===== src/rtl/rst_seq_pkg.sv =====
// Shared types and constants for the RISC5 reset sequencer and its watchdog.
package rst_seq_pkg;

    // Sequencer phases: hold everything in reset, wait for memory, release
    // the remaining stages one by one, then run with the watchdog armed.
    typedef enum logic [1:0] {
        ST_HOLD     = 2'd0,
        ST_WAIT_MEM = 2'd1,
        ST_STAGE    = 2'd2,
        ST_RUN      = 2'd3
    } seq_state_e;

    // Encoding of the last reset cause; 2'b11 is never produced.
    localparam logic [1:0] CAUSE_EXT  = 2'b00;
    localparam logic [1:0] CAUSE_SW   = 2'b01;
    localparam logic [1:0] CAUSE_WDOG = 2'b10;

    // Elaboration-time helper used to size the shared phase counter.
    function automatic int max_int(input int a, input int b);
        return (a > b) ? a : b;
    endfunction

endpackage : rst_seq_pkg


===== src/rtl/rst_wdog.sv =====
// Watchdog for the reset sequencer. Counts RUN cycles while enabled and
// raises a one-cycle expire pulse when the count reaches the programmed limit
// without a kick in the same cycle. A limit of zero disables it.
module rst_wdog #(
    parameter int WDOG_W = 24
) (
    input  logic              clk,
    input  logic              rst,
    input  logic              run,
    input  logic              wdog_en,
    input  logic              wdog_kick,
    input  logic [WDOG_W-1:0] wdog_limit,
    output logic              expire
);

    logic [WDOG_W-1:0] wcnt_q;
    logic [WDOG_W-1:0] wcnt_d;
    logic              active;

    // Expiry decision and next count; a kick always wins over the increment,
    // and the count returns to zero whenever the watchdog is idle.
    always_comb begin
        // NOTE: every signal gets a default first so no path leaves it unassigned (no latch).
        active = run && wdog_en && (wdog_limit != '0);
        expire = 1'b0;
        wcnt_d = wcnt_q;
        if (!active || wdog_kick) begin
            wcnt_d = '0;
        end else if (wcnt_q == wdog_limit) begin
            // Expiry restarts the sequence, so the count never reaches wrap-around.
            expire = 1'b1;
            wcnt_d = '0;
        end else begin
            wcnt_d = wcnt_q + 1'b1;
        end
    end

    // Watchdog counter register.
    always_ff @(posedge clk) begin
        // NOTE: reset is synchronous: it is only seen on a clock edge, like any other input.
        if (rst) begin
            // NOTE: sequential state uses <= so all registers update from pre-edge values.
            wcnt_q <= '0;
        end else begin
            wcnt_q <= wcnt_d;
        end
    end

endmodule : rst_wdog


===== src/rtl/rst_sequencer.sv =====
// Reset sequencer for the RISC5 system. Releases per-subsystem resets in a
// fixed order (memory controller, CPU, peripherals), gated by mem_ready and
// fixed gaps, restarts on software request or watchdog expiry, and records
// the cause of the last reset. All outputs are registered.
module rst_sequencer
    import rst_seq_pkg::*;
#(
    parameter int STAGES    = 3,
    parameter int HOLD      = 8,
    parameter int STAGE_DLY = 16,
    parameter int WDOG_W    = 24
) (
    input  logic              clk,
    input  logic              rst,
    input  logic              mem_ready,
    input  logic              sw_rst_req,
    input  logic              wdog_en,
    input  logic              wdog_kick,
    input  logic [WDOG_W-1:0] wdog_limit,
    output logic [STAGES-1:0] rst_out,
    output logic [1:0]        cause,
    output logic              busy
);

    // The phase counter only ever needs to reach max(HOLD, STAGE_DLY) - 1.
    localparam int CNT_W = $clog2(max_int(HOLD, STAGE_DLY) + 1);
    // Index of the next stage bit waiting to be released.
    localparam int STG_W = $clog2(STAGES + 1);

    localparam logic [CNT_W-1:0]  HOLD_LAST  = CNT_W'(HOLD - 1);
    localparam logic [CNT_W-1:0]  STAGE_LAST = CNT_W'(STAGE_DLY - 1);
    localparam logic [STG_W-1:0]  STG_FIRST  = STG_W'(1);
    localparam logic [STG_W-1:0]  STG_FINAL  = STG_W'(STAGES - 1);
    localparam logic [STAGES-1:0] STG_ONE    = STAGES'(1);

    seq_state_e        state_q;
    logic [CNT_W-1:0]  cnt_q;
    logic [STG_W-1:0]  stage_q;
    logic [STAGES-1:0] rst_out_q;
    logic [1:0]        cause_q;
    logic              busy_q;

    logic              run;
    logic              wdog_expire;
    logic              restart;
    logic [1:0]        restart_cause;

    assign run = (state_q == ST_RUN);

    rst_wdog #(
        .WDOG_W (WDOG_W)
    ) u_wdog (
        .clk        (clk),
        .rst        (rst),
        .run        (run),
        .wdog_en    (wdog_en),
        .wdog_kick  (wdog_kick),
        .wdog_limit (wdog_limit),
        .expire     (wdog_expire)
    );

    // Internal restart request; watchdog expiry outranks a software request.
    always_comb begin
        restart       = wdog_expire || sw_rst_req;
        restart_cause = wdog_expire ? CAUSE_WDOG : CAUSE_SW;
    end

    // Sequencer FSM with registered reset outputs, cause and busy.
    always_ff @(posedge clk) begin
        if (rst || restart) begin
            // Any trigger restarts the full HOLD period; there is no partial resume.
            state_q   <= ST_HOLD;
            cnt_q     <= '0;
            stage_q   <= STG_FIRST;
            rst_out_q <= '1;
            busy_q    <= 1'b1;
            cause_q   <= rst ? CAUSE_EXT : restart_cause;
        end else begin
            unique case (state_q)
                ST_HOLD: begin
                    if (cnt_q == HOLD_LAST) begin
                        state_q      <= ST_WAIT_MEM;
                        rst_out_q[0] <= 1'b0;
                        cnt_q        <= '0;
                    end else begin
                        cnt_q <= cnt_q + 1'b1;
                    end
                end
                ST_WAIT_MEM: begin
                    if (mem_ready) begin
                        cnt_q <= '0;
                        if (STAGES == 1) begin
                            // Only the memory controller reset exists: done.
                            state_q <= ST_RUN;
                            busy_q  <= 1'b0;
                        end else begin
                            state_q <= ST_STAGE;
                            stage_q <= STG_FIRST;
                        end
                    end
                end
                ST_STAGE: begin
                    // mem_ready is deliberately ignored from here on.
                    if (cnt_q == STAGE_LAST) begin
                        cnt_q     <= '0;
                        rst_out_q <= rst_out_q & ~(STG_ONE << stage_q);
                        if (stage_q == STG_FINAL) begin
                            state_q <= ST_RUN;
                            busy_q  <= 1'b0;
                        end else begin
                            stage_q <= stage_q + 1'b1;
                        end
                    end else begin
                        cnt_q <= cnt_q + 1'b1;
                    end
                end
                ST_RUN: begin
                    // Fully released; only a trigger leaves this state.
                end
                default: begin
                    state_q <= ST_HOLD;
                end
            endcase
        end
    end

    assign rst_out = rst_out_q;
    assign cause   = cause_q;
    assign busy    = busy_q;

endmodule : rst_sequencer


===== config.mk =====
export PLATFORM = sky130hd
export DESIGN_NAME = rst_sequencer
export DESIGN_NICKNAME = d
export VERILOG_FILES = /design/src/rtl/rst_seq_pkg.sv /design/src/rtl/rst_wdog.sv /design/src/rtl/rst_sequencer.sv
export SDC_FILE = /design/constraint.sdc
export NUM_CORES = 1
export LEC_CHECK = 0
export BUFFER_PORTS_ARGS = -buffer_cell sky130_fd_sc_hd__buf_4
export CORE_ASPECT_RATIO = 0.8
export CORE_MARGIN = 5
export CORE_UTILIZATION = 58
export CTS_BUF_LIST = sky130_fd_sc_hd__clkbuf_8
export CTS_CLUSTER_DIAMETER = 80
export DETAILED_ROUTE_END_ITERATION = 12
export PLACE_DENSITY = 0.81
export SYNTH_ARGS = -nofsm -noshare
export SYNTH_HDL_FRONTEND = slang
export SYNTH_SLANG_ARGS = --single-unit
export TNS_END_PERCENT = 10

===== constraint.sdc =====
create_clock -name clk -period 2.8 [get_ports clk]
set_input_delay 0.28 -clock clk [delete_from_list [all_inputs] [get_ports clk]]
set_output_delay 0.28 -clock clk [all_outputs]
set_load 0.005 [all_outputs]

# --- After elaboration in Yosys (flattened, before gate mapping) ---
# Cells that the tools add are included.
totals:
  wordCells: 63
  in_bits: 30
  out_inout_bits: 6
  register_bits: 39
op_classes:
  n_reduce_logical: 18
  n_eq_ne: 12
  shift: 1
  bitwise: 2
  n_mux: 19
  add_sub_neg: 3
op_table:
  columns: ["cell", "count"]
  rows:
  - ["$add A24 B1 Y24 const B", 1]
  - ["$eq A24 B24 Y1", 1]
  - ["$reduce_bool A24 Y1", 1]
  - ["$mux W2", 8]
  - ["$mux W5", 3]
  - ["$pmux W5 S3", 1]
  - ["$ne A2 B2 Y1 const B", 5]
  - ["$eq A2 B2 Y1 const B", 3]
  - ["$pmux W2 S3", 1]
  - ["$reduce_and A3 Y1", 2]
  - ["$add A5 B1 Y5 const B", 1]
  - ["$eq A5 B3 Y1 const B", 1]
  - ["$eq A5 B4 Y1 const B", 1]
  - ["$reduce_and A5 Y1", 1]
  - ["$mux W1", 4]
  - ["$pmux W2 S2", 1]
  - ["$reduce_and A2 Y1", 2]
  - ["$reduce_and A4 Y1", 1]
  - ["$reduce_bool A2 Y1", 2]
  - ["$and A3 B3 Y3", 1]
  - ["$logic_or A1 B1 Y1", 3]
  - ["$not A3 Y3", 1]
  - ["$reduce_bool A3 Y1", 1]
  - ["$reduce_or A3 Y1", 1]
  - ["7 further kinds", 8]

# --- Longest topological paths before layout ---
# Gate-level depths: netlist of the first run.
logic_depth:
  depth_word: 8
  ltp_mapped: 8
  mapped_depth_nobuf: 8

# --- Cells and area by module ---
# Synthesis of the first run repeated with hierarchy kept, for this count alone.
hier_totals:
  hier_cells: 256
  area_unflattened_um2: 2328.5
modules_own_cells:
  columns: ["module", "n_inst", "area_each_um2", "seq_area_each_um2", "cells_each"]
  rows:
  - ["rst_wdog", 1, 1408.9, 480.5, 159]
  - ["rst_sequencer", 1, 919.6, 320.3, 97]

# --- Worst setup path before layout of the first run ---
# OpenSTA, ideal clock, no wires.
synth_path:
  kind: "reg2reg"
  from: "register u_wdog.wcnt_q[7]"
  to: "register cause_q[0], in the netlist cause[0] (enable)"
  setup_time_ns: 0.291
  path_buffers: 2
  slack_ns: 0.812
  stages_incl_launch_ff: 8
  arrival_time_ns: 1.697
  path_cell_list: "dfxtp_1 buf_6 xor2_1 nor4_1 nand4_1 nor4_4 buf_6 or2_2"
synth_via:
  elab_chain_len: 5
synth_rtl:
  columns: ["element", "line_no", "text"]
  rows:
  - ["start: declaration", "rst_wdog.sv:16", "logic [WDOG_W-1:0] wcnt_q;"]
  - ["start signal: assignment", "rst_wdog.sv:45", "wcnt_q <= wcnt_d;"]
  - ["$eq A24 B24 Y1", "rst_wdog.sv:29", "end else if (wcnt_q == wdog_limit) begin"]
  - ["$mux W1", "rst_wdog.sv:29", null]
  - ["$mux W1", "rst_wdog.sv:27", "if (!active || wdog_kick) begin"]
  - ["$logic_or A1 B1 Y1", "rst_sequencer.sv:64", "restart = wdog_expire || sw_rst_req;"]
  - ["$logic_or A1 B1 Y1", "rst_sequencer.sv:70", "if (rst || restart) begin"]
  - ["end signal: assignment", "rst_sequencer.sv:77", "cause_q <= rst ? CAUSE_EXT : restart_cause;"]
  - ["end: declaration", "rst_sequencer.sv:40", "logic [1:0] cause_q;"]
# Every way passes these cells.
# A chain may end at the register's enable or synchronous reset.

# --- Worst setup path in the final report of the first run ---
layout_path:
  from: "register cnt_q[0]"
  to: "register state_q[0]"
layout_via:
  elab_chain_len: 3
  word_cells_on_any_way: 5
  classes_between: "eq/ne (4); reduce/logical (1)"
layout_rtl:
  columns: ["element", "line_no", "text"]
  rows:
  - ["start: declaration", "rst_sequencer.sv:37", "logic [CNT_W-1:0] cnt_q;"]
  - ["start signal: assignment", "rst_sequencer.sv:86", "cnt_q <= cnt_q + 1'b1;"]
  - ["start signal: assignment", "rst_sequencer.sv:114", "cnt_q <= cnt_q + 1'b1;"]
  - ["$eq A5 B4 Y1 / $eq A5 B3 Y1 (equally long branches)", "rst_sequencer.sv:104, rst_sequencer.sv:81", null]
  - ["$ne A2 B2 Y1 (no source line)", null, null]
  - ["$reduce_and A5 Y1 (no source line) *", null, null]
  - ["end signal: assignment", "rst_sequencer.sv:97", "state_q <= ST_STAGE;"]
  - ["end signal: assignment", "rst_sequencer.sv:108", "state_q <= ST_RUN;"]
  - ["end signal: assignment", "rst_sequencer.sv:121", "state_q <= ST_HOLD;"]
  - ["end: declaration", "rst_sequencer.sv:36", "seq_state_e state_q;"]
# Every way passes the cells marked *; elsewhere a longest branch is shown, timed or not.

==> metrics.md, run 1 <==
| Metric | Value |
|---|---|
| Outcome | `finished, final reports clean` |
| Total power | `~0.0011 W` |
| Placed cell count | `343` |
| Initial antenna violation count | `0` |
| First-pass iteration count of the detailed router | `4` |
| Area leader, netlist | `dfxtp_1` |
| Top FF cell, synth | `dfxtp_1` |
| Max Cap Violations | `0` |
| Number of fill cells in the layout | `297` |
| CTS Root Cell | `clkbuf_8` |
| First-pass GRT wire length | `8694 microns` |
| Minimum clock period | `2252 ps` |
| Combinational power share | `0.063` |
| Mapped Cells | `between 200 and 300` |
| Grt total ovfl | `0` |
| Total negative slack | `0 ps` |
| Initial drt markers | `200` |
| Largest net degree at the start of global routing | `17` |
| CP max FO | `7` |
| Post-synthesis compound-gate area fraction | `0.07773` |
| Post-Layout Cell Count | `about 350` |
| Core region area | `0.003779 sq mm` |
| All-Layer GR Usage | `0.2160` |
| Post-synth top area share | `0.3264` |
| Ys Warns | `0` |
| Crit path arrival time | `between 2000 and 2500 ps` |
| CP Class | `reg2reg` |
| Max-slew headroom | `0.6786` |
| Die area | `0.005272 sq mm` |
| Synth area leaders | `dfxtp_1 (33%), xor2_1 (12%), ha_1 (7.2%)` |
| Simple-gate share of the synthesized area | `0.2668` |
| Postcts setup bufs | `0` |
| I/O Pins | `36` |
| Worst hold slack | `~280 ps` |
| Synthesized area per cell | `8.763 sq um` |
| Starting density of the core | `0.6007` |
| Flop pwr share | `0.509` |
| Die H | `65.95 microns` |
| CP dominant cell by count | `ha_1` |
| DP HPWL | `roughly 4000 microns` |
| Post-Route WL | `between 5000 and 6000 microns` |
| Slew @ Worst Pin | `480.7 ps` |
| P_leak | `around 1.0 nW` |
| Sink Count | `39` |
| RSZ-0062 raised after global routing | `no` |
| Number of global-route vias before repair | `1,779` |
| Endpoints failing setup | `0` |
| Clk pwr share | `0.428` |
| Post-CTS sizing | `0` |
| Post-synth ARST share | `0` |
| Vias | `1,957` |
| Peak supply drop | `0.0003927 V` |
| Layout area overhead | `18.08%` |
| Highest clock rate | `between 0.4 and 0.5 GHz` |
| Crit. End Element | `register` |
| Ant. Diodes | `0` |
| TritonCTS buffer count | `5` |
| Syn nets | `302` |
| Clock transition at path regs | `80 ps` |
| Worst-case clock buffer depth | `2` |
| Seq cells post-synth | `39` |
| Synth cell types | `41` |
| # nets final | `approximately 340` |
| Hold Vio Cnt, Final | `0` |
| Post-Syn Area | `approximately 0.0023 sq mm` |
| Cell Pwr Density | `413.5 mW/mm^2` |
| Int Power | `0.0008678 W` |
| Critical-path top delay cell | `a2111oi_2` |
| RD Place Congestion | `~0.84` |
| Critical path cell sequence | `ha_1 > and3_1 > ha_1 > a21boi_0 > a2111oi_2 > nor2_1 > a2111oi_0` |
| CP required | `a little under 3000 ps` |
| Fraction of layout cells with a size suffix above 1 | `0.1926` |
| Seq/Total Area, Yosys | `0.3528` |
| Pins Over Slew Limit | `0` |
| Sw power | `approximately 0.00024 W` |
| CP max stage delay | `480 ps` |
| Period utilization | `0.8044` |
| Fin Clk Skew | `4.553 ps` |
| Vias per inst | `5.575` |
| Synthesized-area fraction occupied by adder cells | `0.07166` |
| Drt drc | `0` |
| Sw frac | `0.2169` |
| Final core occ | `0.7093` |
| Die Wd | `79.94 microns` |
| Synth Area in XOR/XNOR | `0.1775` |
| Multiplexer share of the synthesized area | `0.008820` |
| Commonest cells in the synthesized netlist | `dfxtp_1 (37), nor2_1 (37), xor2_1 (30)` |
| Hold-fix buffers, CTS | `0` |
| Rows | `20` |
| Critical path launch point type | `register` |
| CTS tree | `done` |
| Post-synth EDFFs | `2` |
| Hold Path Class | `in2reg` |
| Main combinational cell family by area after synthesis | `simple AND/OR/NAND/NOR gates` |
| Port bufs | `35` |
| H-tree depth | `2` |
| Worst skew pair latency | `300 ps` |
| WL per Instance | `~15 microns` |
| Routed Antenna Nets | `0` |
-- metal layers --
metal,vias up,GRT usage,wire length (microns)
li1,975,-,-
met1,922,0.3112,2498
met2,53,0.3037,2274
met3,7,0.05722,303
met4,0,0.08439,79
met5,-,0,0
-- registers in the layout, indices dropped and copies added (netlist names) --
name / cells
u_wdog.wcnt_q: 24
cnt_q: 5
rst_out: 3
cause: 2
stage_q: 2
state_q: 2
busy: 1
-- worst max-delay path: cells and delay by family, from the launching register on --
kind                     cells  cell delay [ps]
AO/OA/AOI/OAI                3             1000
adder cells (fa/ha/maj)      2              490
flip-flops                   1              390
AND/OR/NAND/NOR              2              260
-- cells by family (layout without fill, tap and decap cells) --
| kind of cell | Yosys count | in the layout |
|---|---|---|
| simple gates | 115 | 115 |
| xor+xnor | 46 | 46 |
| flops | 39 | 39 |
| compound gates | 23 | 23 |
| buf+inv | 21 | 58 |
| fa+ha+maj | 13 | 13 |
| mux | 2 | 2 |
-- per-stage QoR --
step                      area [sq um]  setup WS (ps)
after floorplan                   2270          811.7
after global placement            2567          692.6
after detailed placement          2567          545.0
after CTS                         2680          524.5
after global routing              2680          248.3
final                             2680          547.8
-- power groups by stage --
stage                     clock (W)  sequential [W]  combinational, W
after floorplan                   0        0.000577         0.0000217
after global placement            0        0.000577         0.0000682
after detailed placement          0        0.000577         0.0000694
after CTS                  0.000485        0.000564         0.0000701
after global routing       0.000521        0.000565         0.0000764
final                      0.000474        0.000564         0.0000700
-- worst paths after layout --
path / startpoint / end / slack, ps / depth (start not counted)
setup reg to reg: cnt_q[0] / state_q[0] / 550 / 7
hold reg to reg: rst_out[2] / rst_out[2] / 470 / 1
setup / recovery: cnt_q[0] / state_q[0] / 550 / 7
hold / removal: rst / cause[0] / 280 / 2
-- cell type report --
cell class,count,area (sq um),area share
clock inverters,3,43.79,0.01634
inverters,12,45.04,0.01681
multi-input cells,199,1368,0.5103
well taps,55,68.82,0.02568
repair buffers,38,285.3,0.1064
clock buffers,5,68.82,0.02568
flip-flops and latches,39,800.8,0.2988
-- placed cells by master (no fill, tap or decap), types with 2 or more instances in the layout --
cell and n:
buf_4 38, nand2_1 12, mux2i_1 2, a211oi_1 2, a21oi_1 5, xnor2_1 16
nor2b_1 3, or2_2 3, nor2_1 37, nand4_1 6, o21ai_0 3, nor3_1 12
nor4_1 14, nand3_1 10, nor3b_1 3, and4_1 2, a2111oi_0 2, edfxtp_1 2
xor2_1 30, clkbuf_8 5, a211o_2 4, ha_1 13, and3_1 4, a211o_1 2
dfxtp_1 37, inv_1 12
Power figures use the tool's default switching activity.
==> run 2: changes to the inputs <==
==> constraint.sdc (replaced) <==
create_clock -name clk -period 2.13 [get_ports clk]
set_input_delay 0.213 -clock clk [delete_from_list [all_inputs] [get_ports clk]]
set_output_delay 0.213 -clock clk [all_outputs]
set_load 0.005 [all_outputs]
==> run 2 against run 1 <==
Global-route usage decreased by 0.67 points. Combinational power increased by 30%. Sequential share of layout area decreased by 0.66 points. Count of clock-buffer cells in the layout unchanged. Die area unchanged. Clock power increased by 32%. Setup slack got worse by 440 ps. Worst hold slack got worse by 67 ps. Fmax increased by 11%. Via count decreased by 0.15%. Critical endpoint is now cause[0]. Largest cell class unchanged.
==> metrics.md, run 2 (synthesis results as in run 1) <==
| Metric | Value |
|---|---|
| Outcome | `finished, final reports clean` |
| Layout area overhead | `21.11%` |
| Max-slew headroom | `0.6784` |
| Worst skew pair latency | `roughly 300 ps` |
| Commonest cells after routing, fill and taps aside | `buf_4 (44), nor2_1 (37), dfxtp_1 (35)` |
| Core region area | `0.003779 sq mm` |
| Grt total ovfl | `0` |
| Hold Vio Cnt, Final | `0` |
| Critical Path End | `cause[0]` |
| First-pass iteration count of the detailed router | `4` |
| Routed Antenna Nets | `0` |
| Pins Over Slew Limit | `0` |
| Number of global-route vias before repair | `1,869` |
| R2R depth | `5` |
| Critical path launch point type | `register` |
| P_leak | `1.033 nW` |
| RD Place Congestion | `0.8044` |
| Max reg flops | `24` |
| DP HPWL | `about 4000 microns` |
| Highest clock rate | `0.4951 GHz` |
| # nets final | `between 300 and 400` |
| Slew @ Worst Pin | `481.0 ps` |
| Critical-path top delay cell | `nor4_4` |
| Die H | `65.95 microns` |
| First-pass GRT wire length | `8611 microns` |
| CP Class | `reg2reg` |
| I/O Pins | `36` |
| Sink Count | `39` |
| Worst path depth | `5` |
| CP bufs+invs | `0` |
| Reg-to-reg slack, setup | `110 ps` |
| Max Cap Violations | `0` |
| CTS Root Cell | `clkbuf_8` |
| Initial drt markers | `approximately 120` |
| Hold-fix buffers, CTS | `0` |
| Reg-to-reg startpoint | `u_wdog.wcnt_q[4]` |
| Period utilization | `0.9484` |
| WL per Instance | `13.99 microns` |
| Crit. End Element | `register` |
| Initial antenna violation count | `0` |
| TritonCTS buffer count | `5` |
| Final core occ | `0.7275` |
| Die Wd | `between 70 and 80 microns` |
| CP max stage delay | `390 ps` |
| R2r endpoint | `cause[0]` |
| Minimum clock period | `2020 ps` |
| Total power | `0.001459 W` |
| Hold Path Class | `in2reg` |
| Rows | `20` |
| Fin Clk Skew | `4.772 ps` |
| Commonest non-fill, non-tap cell in the layout | `buf_4` |
| Port bufs | `35` |
| CP required | `about 2200 ps` |
| Worst-case clock buffer depth | `2` |
| Clock transition at path regs | `roughly 80 ps` |
| Worst Setup SP | `u_wdog.wcnt_q[4]` |
| Total negative slack | `0 ps` |
| CTS tree | `done` |
| Endpoints failing setup | `0` |
| Largest delay share family, worst path | `simple AND/OR/NAND/NOR gates` |
| All-Layer GR Usage | `0.2093` |
| Post-Route WL | `4995 microns` |
| Ant. Diodes | `0` |
| Dpl cell area | `0.002613 sq mm` |
| Starting density of the core | `0.6007` |
| Peak supply drop | `0.0003724 V` |
| CP max FO | `4` |
| H-tree depth | `2` |
| Drt drc | `0` |
| Die area | `0.005272 sq mm` |
| Final setup margin | `110.0 ps` |
| Fraction of layout cells with a size suffix above 1 | `0.2252` |
| Largest net degree at the start of global routing | `18` |
| Pre-CTS setup slack | `between 60 and 70 ps` |
| Cell Pwr Density | `530.6 mW/mm^2` |
| Vias | `approximately 2,000` |
| Crit path arrival time | `2040 ps` |
| Vias per inst | `5.473` |
| Final Instance Area | `between 0.002 and 0.003 sq mm` |
| Reg with most FFs | `u_wdog.wcnt_q` |
| Critical path cell sequence | `xor2_1 > nor4_1 > nand4_1 > nor4_4 > or2_2` |
run 2: how the worst min path moves through the flow:
stage / startpoint / end / cells past startpoint
4_1_cts: rst / cause[0] / 2
3_5_place_dp: rst_out[1] / rst_out[1] / 1
5_1_grt: rst / cause[0] / 2
3_3_place_gp: rst_out[0] / rst_out[0] / 1
6_report: rst / cause[0] / 2
2_1_floorplan: rst / cause[0] / 1
run 2: cell type report:
class	count	area (sq um)
Multi-Input combinational cell	199	1389
Fill cell	295	1030
Sequential cell	39	803.3
Timing Repair Buffer	44	330.3
Clock buffer	5	68.82
Tap cell	55	68.82
Inverter	12	45.04
Clock inverter	3	43.79
run 2: repair_timing:
item                                    CTS  global route
endpoints found under the setup margin    0             4
resized for setup                         0             7
buffers inserted                          0             0
run 2: report_power, final:
group,switching (W),internal [W]
Combinational,0.0000371,0.0000538
Sequential,0.00000310,0.000739
Clock,0.000277,0.000349
Total,0.000317,0.00114
run 2: per-layer routing:
metal,routed length [microns],GRT usage,part of all wire
met4,63,0.07595,0.013
met5,0,0,0
met1,2376,0.2984,0.48
met2,2238,0.3068,0.45
met3,317,0.04768,0.063
run 2: metrics by stage:
step,hold WS (ps),cells
final,208.3,357
after global routing,206.7,357
after global placement,449.7,349
after detailed placement,456.0,349
after floorplan,398.0,259
after CTS,205.6,357
run 2: worst register-to-register path: stages (launching register included):
cell	delay [ps]
dfxtp_1	360
xor2_1	170
nor4_1	370
nand4_1	270
nor4_4	390
or2_2	190
==> run 3: changes to the inputs <==
--- a/config.mk
+++ b/config.mk
@@ -7,7 +7,6 @@
 export LEC_CHECK = 0
 export BUFFER_PORTS_ARGS = -buffer_cell sky130_fd_sc_hd__buf_4
 export CORE_ASPECT_RATIO = 0.8
-export CORE_MARGIN = 5
 export CORE_UTILIZATION = 58
 export CTS_BUF_LIST = sky130_fd_sc_hd__clkbuf_8
 export CTS_CLUSTER_DIAMETER = 80
==> run 3 against run 2 <==
Via count rose by 0.82%. Wire length increased by 4.0%. First-iteration DRC count increased by 24%. Utilization grew 3.2 points. Total power shrank 11%. Largest cell class unchanged. Die area shrank 21%. Clock power shrank 27%.
==> metrics.md, run 3 (synthesis results as in run 1) <==
| Metric | Value |
|---|---|
| DP HPWL | `3934 microns` |
| Reg-to-reg slack, setup | `130 ps` |
| Grt total ovfl | `0` |
| Final setup margin | `133.9 ps` |
| Max-slew headroom | `0.6883` |
| Drt drc | `0` |
| # nets final | `344` |
| Routed Antenna Nets | `0` |
| Die Wd | `71.94 microns` |
| Endpoints failing setup | `0` |
| R2R depth | `8` |
| Outcome | `finished, final reports clean` |
| WL per Instance | `around 15 microns` |
| CP required | `2290 ps` |
| Fin Clk Skew | `8.191 ps` |
| Largest net degree at the start of global routing | `25` |
| Pre-CTS setup slack | `105.7 ps` |
| TritonCTS buffer count | `5` |
| Worst skew pair latency | `just under 300 ps` |
| Slew @ Worst Pin | `466.2 ps` |
| Die area | `0.004169 sq mm` |
| Period utilization | `0.9371` |
| Post-CTS sizing | `0` |
| Sink Count | `39` |
| Final core occ | `0.7592` |
| Hold EP | `cause[0]` |
| Layout area overhead | `20.07%` |
| Hold Path Class | `in2reg` |
| Critical path launch point type | `register` |
| Peak supply drop | `roughly 0.00032 V` |
| Post-Route WL | `5196 microns` |
| Hold-fix buffers, CTS | `0` |
| Total power | `0.001294 W` |
| Minimum clock period | `1996 ps` |
| Highest clock rate | `0.5010 GHz` |
| Final Instance Area | `0.002725 sq mm` |
| Reg-to-reg startpoint | `cnt_q[1]` |
| Hold Startpoint | `rst` |
| Pins Over Slew Limit | `0` |
| I/O Pins | `36` |
| Dpl cell area | `0.002621 sq mm` |
| CTS Root Cell | `clkbuf_8` |
| P_leak | `1.032 nW` |
| Max Cap Violations | `0` |
| CP max FO | `6` |
| Port bufs | `35` |
| Die H | `a little under 60 microns` |
| Number of global-route vias before repair | `1,858` |
| Fraction of layout cells with a size suffix above 1 | `0.2226` |
| CP Class | `reg2reg` |
| Reg with most FFs | `u_wdog.wcnt_q` |
| Initial drt markers | `about 140` |
| Rows | `19` |
| Hold path depth | `2` |
| All-Layer GR Usage | `0.2717` |
| Hold Vio Cnt, Final | `0` |
| Worst-case clock buffer depth | `2` |
| CTS tree | `done` |
| Starting density of the core | `0.6323` |
| Crit path arrival time | `2160 ps` |
| First-pass GRT wire length | `around 8600 microns` |
| H-tree depth | `2` |
| First-pass iteration count of the detailed router | `4` |
| Postcts setup bufs | `0` |
| RD Place Congestion | `0.9008` |
| Crit. End Element | `register` |
| Commonest non-fill, non-tap cell in the layout | `buf_4` |
| Cell Pwr Density | `474.8 mW/mm^2` |
| Ant. Diodes | `0` |
| Clock transition at path regs | `around 70 ps` |
| Vias | `1,970` |
| Max reg flops | `24` |
| Number of fill cells in the layout | `277` |
| Vias per inst | `between 5 and 6` |
| R2r endpoint | `stage_q[0]` |
| Core region area | `between 0.003 and 0.004 sq mm` |
| Initial antenna violation count | `0` |
| Commonest cells after routing, fill and taps aside | `buf_4 (43), nor2_1 (37), dfxtp_1 (35)` |
run 3: stage by stage:
step	std cells	hold slack, ps	setup TNS, ps
2_1_floorplan	259	398.0	0
3_3_place_gp	346	447.7	0
3_5_place_dp	346	454.7	0
4_1_cts	353	204.2	0
5_1_grt	353	213.3	-28.68
6_report	353	209.9	0
run 3: critical path, stage by stage (launching register included):
cell	delay [ps]
dfxtp_1	360
ha_2	210
and3_1	190
ha_1	180
buf_4	150
nand2b_1	90
nor3_2	190
mux2i_1	100
or3_2	410
run 3: worst max-delay path by stage:
stage | from | end | slack [ps] | depth (start not counted)
finish | cnt_q[1] | stage_q[0] | 130 | 8
global route | cnt_q[1] | stage_q[0] | -30 | 8
CTS | cnt_q[0] | stage_q[0] | 80 | 8
detailed placement | cnt_q[0] | stage_q[0] | 110 | 8
global placement | cnt_q[0] | state_q[0] | 170 | 7
floorplan | u_wdog.wcnt_q[7] | cause[0] | 140 | 7
run 3: metal layers:
layer,part of all wire,vias up,GRT usage
met2,0.43,59,0.3774
met5,0,-,0
met3,0.061,11,0.06783
met1,0.49,917,0.4042
li1,-,983,-
met4,0.017,0,0.1036
run 3: cell type report:
type / instances / area, sq um / share of cell area
repair buffers: 44 / 342.8 / 0.1258
inverters: 12 / 45.04 / 0.01653
flip-flops and latches: 39 / 803.3 / 0.2948
clock buffers: 5 / 68.82 / 0.02525
clock inverters: 2 / 7.507 / 0.002755
multi-input cells: 199 / 1393 / 0.5110
well taps: 52 / 65.06 / 0.02388
run 3: power breakdown:
part           internal, W  switching, W
logic            0.0000541     0.0000398
registers         0.000739    0.00000230
clock network     0.000216      0.000242
total              0.00101      0.000285
